[src/rtl/fsm610_run_logger_if.sv]
// Bus between the FSM610 run logger and its environment: detector input,
// clear, and the valid/ready record read port with status outputs.
interface fsm610_run_logger_if #(
  parameter int unsigned LEN_W = 8
);
  logic             z;
  logic             clear;
  logic             rd_ready;
  logic             rd_valid;
  logic [LEN_W-1:0] rd_data;
  logic             overflow;
  logic [7:0]       run_cnt;

  // Environment side: drives detector/clear/ready, observes the logger.
  modport master (
    output z, clear, rd_ready,
    input  rd_valid, rd_data, overflow, run_cnt
  );

  // Logger side.
  modport slave (
    input  z, clear, rd_ready,
    output rd_valid, rd_data, overflow, run_cnt
  );
endinterface

[src/rtl/fsm610_run_logger.sv]
// Measures each contiguous run of z-high cycles and queues the completed
// run lengths in a show-ahead FIFO. Keeps a saturating completed-run count
// and a sticky flag for records dropped on a full FIFO.
module fsm610_run_logger #(
  parameter int unsigned LEN_W = 8,
  parameter int unsigned DEPTH = 4  // power of 2, >= 2
) (
  input  logic                Clock,
  input  logic                Reset,
  fsm610_run_logger_if.slave  bus
);

  localparam int unsigned     PtrW    = $clog2(DEPTH);
  localparam logic [LEN_W-1:0] LenMax = '1;
  localparam logic [PtrW:0]   CntFull = (PtrW + 1)'(DEPTH);

  typedef enum logic {StIdle, StRun} state_e;

  state_e           state_q, state_d;
  logic [LEN_W-1:0] len_q, len_d;
  logic [7:0]       run_cnt_q, run_cnt_d;
  logic             overflow_q, overflow_d;
  logic [PtrW-1:0]  wptr_q, wptr_d;
  logic [PtrW-1:0]  rptr_q, rptr_d;
  logic [PtrW:0]    count_q, count_d;
  logic [LEN_W-1:0] mem_q [DEPTH];

  logic push;   // a run completes this cycle
  logic pop;    // reader takes the head record
  logic wr_en;  // completed record is actually stored

  // Next-state for the run FSM, counters and FIFO bookkeeping.
  always_comb begin
    state_d    = state_q;
    len_d      = len_q;
    run_cnt_d  = run_cnt_q;
    overflow_d = overflow_q;
    wptr_d     = wptr_q;
    rptr_d     = rptr_q;
    count_d    = count_q;
    push       = 1'b0;
    pop        = (count_q != '0) && bus.rd_ready;
    wr_en      = 1'b0;

    if (bus.clear) begin
      // Clear overrides everything, including a z=1 sample this cycle.
      state_d    = StIdle;
      len_d      = '0;
      run_cnt_d  = '0;
      overflow_d = 1'b0;
      wptr_d     = '0;
      rptr_d     = '0;
      count_d    = '0;
      pop        = 1'b0;
    end else begin
      unique case (state_q)
        StIdle: begin
          if (bus.z) begin
            state_d = StRun;
            len_d   = LEN_W'(1);
          end
        end
        StRun: begin
          if (bus.z) begin
            if (len_q != LenMax) len_d = len_q + 1'b1;
          end else begin
            push    = 1'b1;
            state_d = StIdle;
            len_d   = '0;
            if (run_cnt_q != 8'hFF) run_cnt_d = run_cnt_q + 8'd1;
          end
        end
        default: state_d = StIdle;
      endcase

      // A simultaneous pop frees the slot, so a full FIFO still accepts.
      wr_en = push && ((count_q != CntFull) || pop);
      if (push && !wr_en) overflow_d = 1'b1;
      if (wr_en) wptr_d = wptr_q + 1'b1;
      if (pop)   rptr_d = rptr_q + 1'b1;

      case ({wr_en, pop})
        2'b10:   count_d = count_q + 1'b1;
        2'b01:   count_d = count_q - 1'b1;
        default: count_d = count_q;
      endcase
    end
  end

  // State, counters and pointers with asynchronous reset.
  always_ff @(posedge Clock or posedge Reset) begin
    if (Reset) begin
      state_q    <= StIdle;
      len_q      <= '0;
      run_cnt_q  <= '0;
      overflow_q <= 1'b0;
      wptr_q     <= '0;
      rptr_q     <= '0;
      count_q    <= '0;
    end else begin
      state_q    <= state_d;
      len_q      <= len_d;
      run_cnt_q  <= run_cnt_d;
      overflow_q <= overflow_d;
      wptr_q     <= wptr_d;
      rptr_q     <= rptr_d;
      count_q    <= count_d;
    end
  end

  // Record storage; contents are don't-care while the occupancy is zero.
  always_ff @(posedge Clock) begin
    if (wr_en) mem_q[wptr_q] <= len_q;
  end

  assign bus.rd_valid = (count_q != '0);
  assign bus.rd_data  = (count_q != '0) ? mem_q[rptr_q] : '0;
  assign bus.overflow = overflow_q;
  assign bus.run_cnt  = run_cnt_q;

endmodule

[src/flat_wrapper.sv]
// flat-port wrapper written by rule: the top's interface ports become plain ports
module fsm610_run_logger_flat 
#(
  parameter int unsigned LEN_W = 8,
  parameter int unsigned DEPTH = 4                     
)
  (Clock, Reset, bus_z, bus_clear, bus_rd_ready, bus_rd_valid, bus_rd_data, bus_overflow, bus_run_cnt);
  fsm610_run_logger_if #(.LEN_W(LEN_W)) bus_i ();
  input  logic Clock;
  input  logic Reset;
  input wire logic [$bits(bus_i.z)-1:0] bus_z;
  input wire logic [$bits(bus_i.clear)-1:0] bus_clear;
  input wire logic [$bits(bus_i.rd_ready)-1:0] bus_rd_ready;
  output wire logic [$bits(bus_i.rd_valid)-1:0] bus_rd_valid;
  output wire logic [$bits(bus_i.rd_data)-1:0] bus_rd_data;
  output wire logic [$bits(bus_i.overflow)-1:0] bus_overflow;
  output wire logic [$bits(bus_i.run_cnt)-1:0] bus_run_cnt;
  assign bus_i.z = bus_z;
  assign bus_i.clear = bus_clear;
  assign bus_i.rd_ready = bus_rd_ready;
  assign bus_rd_valid = bus_i.rd_valid;
  assign bus_rd_data = bus_i.rd_data;
  assign bus_overflow = bus_i.overflow;
  assign bus_run_cnt = bus_i.run_cnt;
  fsm610_run_logger #(.LEN_W(LEN_W), .DEPTH(DEPTH)) u_core (.Clock(Clock), .Reset(Reset), .bus(bus_i));
endmodule
[config.mk]
export PLATFORM = sky130hd
export DESIGN_NAME = fsm610_run_logger_flat
export DESIGN_NICKNAME = d
export VERILOG_FILES = /design/src/rtl/fsm610_run_logger_if.sv /design/src/rtl/fsm610_run_logger.sv /design/src/flat_wrapper.sv
export SDC_FILE = /design/constraint.sdc
export NUM_CORES = 1
export LEC_CHECK = 0
export ABC_CLOCK_PERIOD_IN_PS = 5500
export CORE_AREA = 2 2 70 72
export DETAILED_ROUTE_END_ITERATION = 12
export DIE_AREA = 0 0 72 74
export GPL_ROUTABILITY_DRIVEN = 1
export GPL_TIMING_DRIVEN = 0
export PLACE_DENSITY = 0.81
export SYNTH_ARGS = -nofsm -noshare
export SYNTH_HDL_FRONTEND = slang
export SYNTH_SLANG_ARGS = --single-unit
[constraint.sdc]
create_clock -name Clock -period 5.5 [get_ports Clock]
set_input_delay 1.1 -clock Clock [delete_from_list [all_inputs] [get_ports Clock]]
set_output_delay 1.1 -clock Clock [all_outputs]
set_load 0.005 [all_outputs]
==> results of run 1 <==
[kinds of logic (layout without fill, tap and decap cells)]
kind of cell | count (synthesis) | in the layout | synth area share, %
xor gates and xnor gates | 6 | 6 | 1.95
AOI/OAI and AO/OA | 38 | 38 | 9.25
adders and majority gates | 7 | 7 | 3.53
and+or+nand+nor | 79 | 79 | 15.4
muxes | 12 | 12 | 8.18
buffers and inverters | 18 | 55 | 2.74
DFF | 57 | 57 | 58.9
[cells in the mapped netlist, drive strengths merged (2+ instances only)]
cell    number  area share, %
nor3         4           0.74
clkbuf       2           0.28
nand4        4           0.93
ha           6            2.8
nor3b        2           0.56
nand2       12            1.7
mux2i        4            1.5
xnor2        4            1.3
and2         9            2.1
edfxtp      32             36
dfrtp       25             23
inv         11            1.5
xor2         2           0.65
nand3        8            1.5
nor2        22            3.2
o21ai       11            2.0
a21oi        7            1.3
a211oi       3           0.84
a31oi        6            1.4
nor4         2           0.46
mux4         8            6.7
and3         7            1.6
nand2b       2           0.46
buf          5           0.93
[power by group through the flow]
stage / sequential, W / clock (W) / combinational [W]
after detailed placement: 0.000467 / 0 / 0.0000503
after floorplan: 0.000466 / 0 / 0.0000329
after CTS: 0.000459 / 0.000467 / 0.0000505
after global placement: 0.000467 / 0 / 0.0000488
final: 0.000459 / 0.000464 / 0.0000504
after global routing: 0.000459 / 0.000482 / 0.0000563
[registers in the layout (all words and copies together) (netlist names)]
register and cells:
u_core.bus.overflow 1, u_core.bus.run_cnt 8, u_core.count_q 3, u_core.mem_q 32, u_core.wptr_q 2, u_core.rptr_q 2, u_core.state_q 1, u_core.len_q 8
[how the worst min path moves through the flow]
stage / start / endpoint / slack (ns) / depth (start not counted)
2_1_floorplan: u_core.bus.overflow / u_core.bus.overflow / 0.49 / 2
3_3_place_gp: u_core.bus.overflow / u_core.bus.overflow / 0.48 / 2
3_5_place_dp: u_core.bus.overflow / u_core.bus.overflow / 0.50 / 2
4_1_cts: u_core.bus.overflow / u_core.bus.overflow / 0.51 / 2
5_1_grt: u_core.bus.overflow / u_core.bus.overflow / 0.52 / 2
6_report: u_core.bus.overflow / u_core.bus.overflow / 0.51 / 2
[through the flow]
stage          setup WS, ns  hold slack [ns]
6_report               2.29            0.508
5_1_grt                2.19            0.524
4_1_cts                2.27            0.509
3_5_place_dp           2.10            0.497
3_3_place_gp           2.14            0.481
2_1_floorplan          2.91            0.486
[per-layer routing]
metal  global-route usage [%]  up-vias
li1                         -      879
met5                        0        -
met4                     10.5        0
met2                     37.3       67
met3                     6.50        7
met1                     28.5      905
[cells in the final DEF, fill, tap and decap left out, types with 3 or more instances in the layout]
cell                              count
sky130_fd_sc_hd__edfxtp_1            32
sky130_fd_sc_hd__nor3_1               4
sky130_fd_sc_hd__clkdlybuf4s50_1     21
sky130_fd_sc_hd__a211oi_1             3
sky130_fd_sc_hd__clkbuf_1             3
sky130_fd_sc_hd__inv_1               11
sky130_fd_sc_hd__and3_1               7
sky130_fd_sc_hd__clkbuf_8             9
sky130_fd_sc_hd__xnor2_1              4
sky130_fd_sc_hd__nand2_1             12
sky130_fd_sc_hd__bufinv_16            3
sky130_fd_sc_hd__nand4_1              4
sky130_fd_sc_hd__dfrtp_1             25
sky130_fd_sc_hd__nand3_1              8
sky130_fd_sc_hd__mux2i_1              4
sky130_fd_sc_hd__a31oi_1              6
sky130_fd_sc_hd__nor2_1              21
sky130_fd_sc_hd__a21oi_1              7
sky130_fd_sc_hd__mux4_2               8
sky130_fd_sc_hd__ha_1                 6
sky130_fd_sc_hd__o21ai_0             11
sky130_fd_sc_hd__and2_1               8
[final cells by class]
class / count / area, µm² / share of cell area, %
Sequential cell: 57 / 1590 / 49.5
Timing Repair Buffer: 21 / 210 / 6.56
Tap cell: 54 / 67.6 / 2.11
Clock buffer: 10 / 128 / 3.98
Clock inverter: 6 / 106 / 3.32
Inverter: 11 / 41.3 / 1.29
Buffer: 7 / 32.5 / 1.02
Multi-Input combinational cell: 142 / 1030 / 32.2
[worst reg2reg max path, cell delays in order, from the launching register on]
cell	delay, ns
sky130_fd_sc_hd__dfrtp_1	0.46
sky130_fd_sc_hd__nor3_1	0.34
sky130_fd_sc_hd__nor2_1	0.09
sky130_fd_sc_hd__fa_1	0.45
sky130_fd_sc_hd__o311a_1	0.37
sky130_fd_sc_hd__a311oi_1	0.24
==> key figures, run 1 <==
Run status
  – Outcome: finished, final reports clean

Timing
  – Total Neg Setup Slack: 0 ns
  – Unrepaired setup endpoints after global routing: false
  – Final-report setup violation count: 0
  – Achievable Freq: 0.311 GHz
  – Final worst path period need: 3.21 ns
  – Max-Slew Margin vs Limit: 34.6%
  – Final Cycle Share: 58.4%
  – Max Transition Viols Final: 0
  – Final number of hold-violating endpoints: 0
  – Transition time at the pin with the least slew margin: 0.980 ns
  – Clock tree skew after final layout: 0.00697 ns

Drt
  – Antenna-violating nets left: 0
  – Per-cell via count in the routed design: 6.03
  – M1 wire length: 2330 µm
  – Highest routed metal layer: met4
  – Total wirelength of the detailed-routed design: 5390 µm
  – Detailed-routed wire length on met2: 2650 µm
  – Number of search-and-repair iterations in the first detailed-routing pass: 4
  – Routed via count: 1858
  – Drc violations: 0
  – Average routed wire per standard cell: 17.5 µm
  – Detailed Route Iter0 Violations: 121
  – Wire length on met3: 314 µm

Finish
  – Post-layout instance count excluding filler cells: 308
  – Core utilization of the finished layout: 69.7%
  – Final standard cell area without fillers: 3200 µm²
  – Syn-to-layout area delta: 19.0%
  – Number of nets in the layout: 261
  – Diode count: 0
  – Count of filler cells inserted in the layout: 328
  – Share of final-layout standard cells stronger than drive strength 1: 11.8%

Clock network
  – Clk sinks: 57
  – TritonCTS clock tree: yes
  – Root buffer selected by CTS: sky130_fd_sc_hd__clkbuf_8
  – Hold bufs inserted after CTS: 0
  – Clock Pin Slew Worst Setup and Hold Paths: 0.07 ns
  – Setup bufs post-CTS: 0
  – Largest buffer count on any clock path: 2
  – H-tree level count: 3
  – Clock insertion delay at the later pin of the skew report: 0.33 ns
  – PostCTS Resize Cnt: 0
  – Total clock buffers created by CTS: 9

Die
  – Area of the die: 5330 µm²
  – Core Rows: 25
  – Area of the core region: 4600 µm²
  – Effective utilization at floorplan: 58.5%
  – Vertical die dimension: 74 µm
  – IO Count: 23
  – Overall die width: 72 µm

Place
  – Placer's final routability congestion estimate: 0.817
  – Placed inst area: 2970 µm²
  – Count of buffers from port buffering: 21
  – Placed cell count: 292
  – Estimated wirelength of the detail-placed design: 3540 µm

Setup path
  – Largest stage delay on the critical path: 0.55 ns
  – Slowest stage cell on the critical path: sky130_fd_sc_hd__mux4_2
  – Data required time at the worst endpoint: 4.40 ns
  – Reg2Reg Capture Point: u_core.count_q[2]
  – Worst reg2reg startpoint: u_core.count_q[1]
  – Critical path, cell by cell: buf_2 -> mux4_2 -> and2_1 -> clkdlybuf4s50_1
  – Category of cells accounting for the largest share of critical-path delay: buffers and inverters
  – Register-to-register path setup slack: 3.45 ns
  – Endpoint type of the worst setup path: primary output
  – Cell depth of the worst setup path: 4
  – CP Launch Point: u_core.rptr_q[0]
  – Buffer and inverter count on the worst path: 2
  – Arrival time at the worst endpoint: 2.11 ns
  – Critical path class: reg2out
  – R2R cell count: 5
  – Capture point of the critical path: bus_rd_data[4]
  – Max Fanout on Critical Path: 10
  – Startpoint class of the critical path: register

Logic synthesis
  – Proportion of synthesized flip-flops having asynchronous set or reset: 43.9%
  – Number of distinct library cells after synthesis: 47
  – Top flip-flop cell by instance count after synthesis: sky130_fd_sc_hd__edfxtp_1
  – Number of synthesized flops with an enable pin: 32
  – Sequential element share of the synthesized area: 58.9%
  – Average cell area after synthesis: 12.4 µm²
  – Combined area of all synthesized cells: 2690 µm²
  – FF+latch count, synth: 57
  – Synth warnings: 0
  – Number of standard cells after synthesis: 217
  – Net Count, Synth: 229

GRT
  – Initial antenna violation count: 0
  – Maximum number of pins on one net before global-route repair: 26
  – Via count of the first global-routing pass: 1754
  – Overflow after GRT: 0
  – All-layer global routing usage: 22.8%
  – Wire length of the first global-routing pass: 8740 µm

Job
  – Max-cap check violation count: 0

Pwr
  – Power density over cell area: 304 nW/µm²
  – P_leak: 1.22 nW
  – Internal Pwr Total: 0.000774 W
  – Switching Fraction: 20.5%
  – Part of the power in the clock network: 47.7%
  – Portion of total power attributed to sequential cells: 47.1%
  – Peak supply drop: 0.238 mV
  – Overall power: 0.000974 W
  – Combinational fraction of design power: 5.2%
  – Net switching component of the power: 0.000200 W

Min path
  – Class of the tightest hold or removal check: reg2reg
Power figures use the tool's default switching activity.
==> run 2, diff against run 1 <==
Settings changed: ABC_CLOCK_PERIOD_IN_PS 5500 to 2740, CORE_AREA 2 2 70 72 to 2 2 76 78, DIE_AREA 0 0 72 74 to 0 0 78 80, PLACE_DENSITY 0.81 to 0.73.
Clock period 5.5 ns to 2.74 ns, I/O delays scaled along.
==> run 2 against run 1 <==
Worst hold slack worse by 0.0057 ns. Largest power group is now sequential cells. Global-route usage shrank 4.8 points. Sequential share of layout area increased by 0.14 points. Core utilization down 11 points. Power up 84%. Flip-flop and latch count unchanged. Wire length fell by 6.9%. Non-clock buffer count stayed put.
==> key figures, run 2 (synthesis gave the netlist of run 1 again) <==
Setup path
  – Arrival time at the worst endpoint: 2.08 ns (-0.03 ns)
  – Worst reg2reg startpoint: u_core.state_q
  – Endpoint type of the worst setup path: primary output
  – Startpoint class of the critical path: register
  – Reg2Reg Capture Point: u_core.count_q[2]
  – Data required time at the worst endpoint: 2.19 ns (-2.21 ns)
  – R2R cell count: 7 (+2)
  – Critical path class: reg2out
  – Register-to-register path setup slack: 0.66 ns (-2.79 ns)
  – Max Fanout on Critical Path: 9 (-1)
  – CP Launch Point: u_core.rptr_q[1]

Min path
  – Class of the tightest hold or removal check: reg2reg
  – Worst Min Path Start: u_core.bus.overflow
  – Cell depth of the worst hold path: 2 (unchanged)
  – Hold-critical path endpoint: u_core.bus.overflow

Drt
  – Total wirelength of the detailed-routed design: 5020 µm (-6.9%)
  – Average routed wire per standard cell: 15.4 µm (-12%)
  – Per-cell via count in the routed design: 5.59 (-7.4%)
  – Drc violations: 0 (unchanged)
  – Antenna-violating nets left: 0 (unchanged)
  – Routed via count: 1821 (-2.0%)
  – Detailed Route Iter0 Violations: 98 (-19%)
  – Number of search-and-repair iterations in the first detailed-routing pass: 4 (unchanged)

Finish
  – Number of nets in the layout: 261 (unchanged)
  – Max FFs per register: 32 (unchanged)
  – Syn-to-layout area delta: 18.7%
  – Diode count: 0 (unchanged)
  – Most used cells in the layout excluding fill and tap cells: 32 x sky130_fd_sc_hd__edfxtp_1, 25 x sky130_fd_sc_hd__dfrtp_1, 21 x sky130_fd_sc_hd__nor2_1, 21 x sky130_fd_sc_hd__clkdlybuf4s50_1, 12 x sky130_fd_sc_hd__nand2_1
  – Share of final-layout standard cells stronger than drive strength 1: 12.6% (+0.79 points)
  – Largest register by flop count: u_core.mem_q
  – Count of filler cells inserted in the layout: 453 (+38%)
  – Leading cell type in the layout, fill and taps excluded: sky130_fd_sc_hd__edfxtp_1

Job
  – Max-cap check violation count: 0 (unchanged)

Die
  – Effective utilization at floorplan: 49.8% (-8.7 points)
  – Core Rows: 27 (+8.0%)
  – IO Count: 23 (unchanged)
  – Area of the die: 6240 µm² (+17%)
  – Area of the core region: 5410 µm² (+18%)
  – Vertical die dimension: 80 µm (+8.1%)
  – Overall die width: 78 µm (+8.3%)

GRT
  – Wire length of the first global-routing pass: 8400 µm (-3.8%)
  – Initial antenna violation count: 0 (unchanged)
  – Via count of the first global-routing pass: 1743 (-0.63%)
  – All-layer global routing usage: 17.9% (-4.8 points)
  – Maximum number of pins on one net before global-route repair: 26 (unchanged)
  – Overflow after GRT: 0 (unchanged)

Timing
  – Max Transition Viols Final: 0 (unchanged)
  – Unrepaired setup endpoints after global routing: false
  – Achievable Freq: 0.381 GHz
  – Max-Slew Margin vs Limit: 33.7% (-0.97 points)
  – Final-report setup violation count: 0 (unchanged)
  – Final Cycle Share: 95.8%
  – Final worst path period need: 2.62 ns
  – Transition time at the pin with the least slew margin: 0.994 ns (+0.0146 ns)
  – Final number of hold-violating endpoints: 0 (unchanged)
  – Slack of the critical path: 0.115 ns (-2.17 ns)
  – Clock tree skew after final layout: 0.00836 ns (+0.00139 ns)

Place
  – Count of buffers from port buffering: 21 (unchanged)
  – Placer's final routability congestion estimate: 0.807 (-1.2%)
  – Setup slack at placement: -0.0943 ns (-2.19 ns)
  – Estimated wirelength of the detail-placed design: 3320 µm (-6.2%)

Clock network
  – TritonCTS clock tree: yes
  – Root buffer selected by CTS: sky130_fd_sc_hd__clkbuf_8
  – PostCTS Resize Cnt: 0 (unchanged)
  – Clock Pin Slew Worst Setup and Hold Paths: 0.07 ns (about the same)
  – Total clock buffers created by CTS: 9 (unchanged)
  – Clk sinks: 57 (unchanged)
  – Setup bufs post-CTS: 0 (unchanged)
  – Largest buffer count on any clock path: 2 (unchanged)
  – Clock insertion delay at the later pin of the skew report: 0.33 ns (about the same)
  – Hold bufs inserted after CTS: 0 (unchanged)
  – H-tree level count: 3 (unchanged)

Run status
  – Outcome: finished, final reports clean

Pwr
  – Overall power: 0.00179 W (+84%)
  – Power density over cell area: 561 nW/µm² (+85%)
  – P_leak: 1.20 nW (-1.7%)
  – Peak supply drop: 0.373 mV (+56%)
-- run 2: cell types whose count changed in the layout (fill, tap and decap cells not counted) --
cell	before	now
sky130_fd_sc_hd__bufinv_16	3	1
sky130_fd_sc_hd__buf_2	2	1
sky130_fd_sc_hd__clkbuf_4	0	1
sky130_fd_sc_hd__clkinv_1	1	0
sky130_fd_sc_hd__clkinv_4	0	1
sky130_fd_sc_hd__clkinvlp_4	1	2
sky130_fd_sc_hd__inv_6	0	1
sky130_fd_sc_hd__nor3_1	4	3
sky130_fd_sc_hd__nor3_2	0	1
-- run 2: worst max-delay path: stages (launching register included) --
cell and delay [ns]:
sky130_fd_sc_hd__dfrtp_1 0.32, sky130_fd_sc_hd__buf_1 0.42, sky130_fd_sc_hd__mux4_2 0.40, sky130_fd_sc_hd__and2_1 0.17, sky130_fd_sc_hd__clkdlybuf4s50_1 0.43
-- run 2: worst max-delay path by stage --
| stage | to | slack [ns] | depth (start not counted) |
|---|---|---|---|
| final | bus_rd_data[4] | 0.12 | 4 |
| after detailed placement | u_core.count_q[2] | -0.09 | 7 |
| after global routing | bus_rd_data[4] | 0.004 | 4 |
| after CTS | bus_rd_data[4] | 0.04 | 4 |
| after global placement | u_core.count_q[2] | -0.09 | 7 |
| after floorplan | u_core.count_q[2] | 0.70 | 6 |
-- run 2: metrics by stage --
step	std cells	utilization [%]	cell area (µm²)	hold WS, ns	setup TNS [ns]
final	326	59.1	3190	0.503	0
after detailed placement	310	55.3	2990	0.491	-0.456
after CTS	326	59.0	3190	0.507	0
after global routing	326	59.1	3190	0.561	0
after global placement	310	55.3	2990	0.485	-0.0854
after floorplan	217	-	2690	0.486	0
-- run 2: report_power, final --
part | total [W] | switching (W) | leakage (nW) | internal [W]
registers | 0.000921 | 0.0000105 | 0.669 | 0.000910
clock network | 0.000771 | 0.000349 | 0.0929 | 0.000423
logic | 0.000101 | 0.0000576 | 0.433 | 0.0000437
-- run 2: layer usage --
layer / part of all wire, % / up-vias / GRT usage [%]
li1: - / 877 / -
met1: 46 / 898 / 22.3
met2: 49 / 42 / 29.1
met3: 4.3 / 4 / 5.66
met4: 0.88 / 0 / 7.54
met5: 0 / - / 0
-- run 2: area by class of cell --
class                      count  area (µm²)  area share, %
sequential                    57        1590           49.7
multi-input combinational    142        1040           32.4
timing repair buffer          21         210           6.58
clock buffer                  10         128           4.00
tap                           72        90.1           2.82
clock inverter                 6        67.6           2.12
inverter                      11        41.3           1.29
buffer                         7        35.0           1.10
==> patch (settings of run 1) <==
`DEPTH` is set to 4 in 2 places; all go to 2.
--- a/src/rtl/fsm610_run_logger.sv
+++ b/src/rtl/fsm610_run_logger.sv
@@ -3,7 +3,7 @@
 // and a sticky flag for records dropped on a full FIFO.
 module fsm610_run_logger #(
   parameter int unsigned LEN_W = 8,
-  parameter int unsigned DEPTH = 4  // power of 2, >= 2
+  parameter int unsigned DEPTH = 2  // power of 2, >= 2
 ) (
   input  logic                Clock,
   input  logic                Reset,
--- a/src/flat_wrapper.sv
+++ b/src/flat_wrapper.sv
@@ -2,7 +2,7 @@
 module fsm610_run_logger_flat 
 #(
   parameter int unsigned LEN_W = 8,
-  parameter int unsigned DEPTH = 4                     
+  parameter int unsigned DEPTH = 2                     
 )
   (Clock, Reset, bus_z, bus_clear, bus_rd_ready, bus_rd_valid, bus_rd_data, bus_overflow, bus_run_cnt);
   fsm610_run_logger_if #(.LEN_W(LEN_W)) bus_i ();
Behaviour: not the same (a bounded check fails within 10 cycles, from zero or initial values and one cycle with Reset high).
==> patch against run 1 <==
Design area shrank 29%; synthesized area down 31%; sequential power is 34% lower; worst setup slack better by 0.20 ns; first-iteration DRC count rose by 3.3%; utilization fell by 20 points; register-to-register slack worse by 0.13 ns; clock power down 41%; largest power group is now sequential cells; die area stayed put; wire length decreased by 35%; critical path type unchanged; largest cell class unchanged; synthesized cell count shrank 20%; total power shrank 37%; sequential cell count down 19; sequential share of layout area decreased by 4.1 points.
==> patch: results (changes against run 1) <==
[run_status]
status = completed

[logic_synthesis]
synth.cell_area_sq_um = 1870  ; -31%
syn_nets = 181  ; -21%
synth_common_cells = 22 x dfrtp_1, 22 x nor2_1, 16 x edfxtp_1, 14 x a21oi_1, 10 x mux2i_1
synth-edff-count = 16  ; -50%
ys_types = 40  ; -15%
synth_area_leaders = dfrtp_1 29%, edfxtp_1 26%, mux2i_1 5.4%, nor2_1 4.4%, a21oi_1 3.7%

[pwr]
p_leak_uw = 0.000837  ; -31%

[layout]
multi_input_area_share_pct = 34.1  ; +1.9 points
nFillCells = 401  ; +22%
regArea_sq_um = 1030  ; -35%
inverters = 6  ; -5
multi_input_gates = 122  ; -14%
largest_reg_flops = 16  ; -50%
seq_share_pct = 45.4  ; -4.1 points
final_net_count = 208  ; -20%
drive_gt1_share_pct = 7.92  ; -3.9 points

[routing]
vias = 1436  ; -23%

[grt]
grt_pass1_vias = 1334  ; -24%

[clock_tree]
clock_latency_ns = 0.29  ; -0.04 ns
ctsHtreeMaxLevel = 2  ; -1

[critical_path]
reg2reg_from = u_core.count_q[0]
crit_arrival_ns = 1.91  ; -0.20 ns
crit_slowest_cell = nor2_1
rr_worst_depth = 4  ; -1
crit_start = u_core.count_q[1]
cpPeakStageDelay_ns = 0.49  ; -0.06 ns
crit_end = bus_rd_data[7]
cp_max_fo = 9  ; -1

[place]
pre_cts_slack_ns = 2.24  ; +0.141 ns
hpwl_microns = 2540  ; -28%
portBuffers = 20  ; -4.8%
gp_congestion = 0.805  ; -1.5%
place_area_sq_um = 2140  ; -28%

[sta]
period_minus_slack_ns = 3.01  ; -0.201 ns
worstMarginPinSlew_ns = 1.14  ; +0.163 ns

patch: worst reg2reg max path, cell delays in order, from the launching register on:
cell and delay, ns:
dfrtp_1 0.34, clkbuf_1 0.24, nor2_1 0.11, a21o_1 0.22
nor3b_1 0.90
patch: cell families (layout without fill, tap and decap cells):
| kind of cell | count (synthesis) | after routing | synth area share [%] |
|---|---|---|---|
| buffers and inverters | 14 | 42 | 3.48 |
| AOI/OAI and AO/OA | 44 | 44 | 15.5 |
| xor gates and xnor gates | 4 | 4 | 1.87 |
| adders and majority gates | 2 | 2 | 1.34 |
| and+or+nand+nor | 62 | 62 | 17.3 |
| DFF | 38 | 38 | 55.2 |
| muxes | 10 | 10 | 5.35 |
patch: worst min path at each step:
| stage | from | to | slack [ns] |
|---|---|---|---|
| after detailed placement | u_core.bus.overflow | u_core.bus.overflow | 0.50 |
| final | u_core.bus.overflow | u_core.bus.overflow | 0.51 |
| after global routing | u_core.bus.overflow | u_core.bus.overflow | 0.55 |
| after floorplan | u_core.len_q[1] | u_core.mem_q[0][1] | 0.48 |
| after global placement | u_core.bus.overflow | u_core.bus.overflow | 0.50 |
| after CTS | u_core.bus.overflow | u_core.bus.overflow | 0.52 |
patch: stage by stage:
step / std cells / total power (uW)
final: 256 / 618
after global routing: 256 / 638
after CTS: 256 / 622
after detailed placement: 248 / 349
after global placement: 248 / 347
after floorplan: 174 / 333
patch: report_power, final:
part           internal [uW]  switching [uW]  leakage, uW
registers                299            2.92     0.000449
clock network            179            96.4    0.0000658
logic                   17.3            23.4     0.000322
patch: routing by layer:
metal	share of wire [%]	vias to the layer above	GRT usage, %
met2	49	31	25.3
met3	3.5	5	3.93
li1	-	696	-
met5	0	-	0
met4	2.0	0	7.34
met1	45	704	18.2
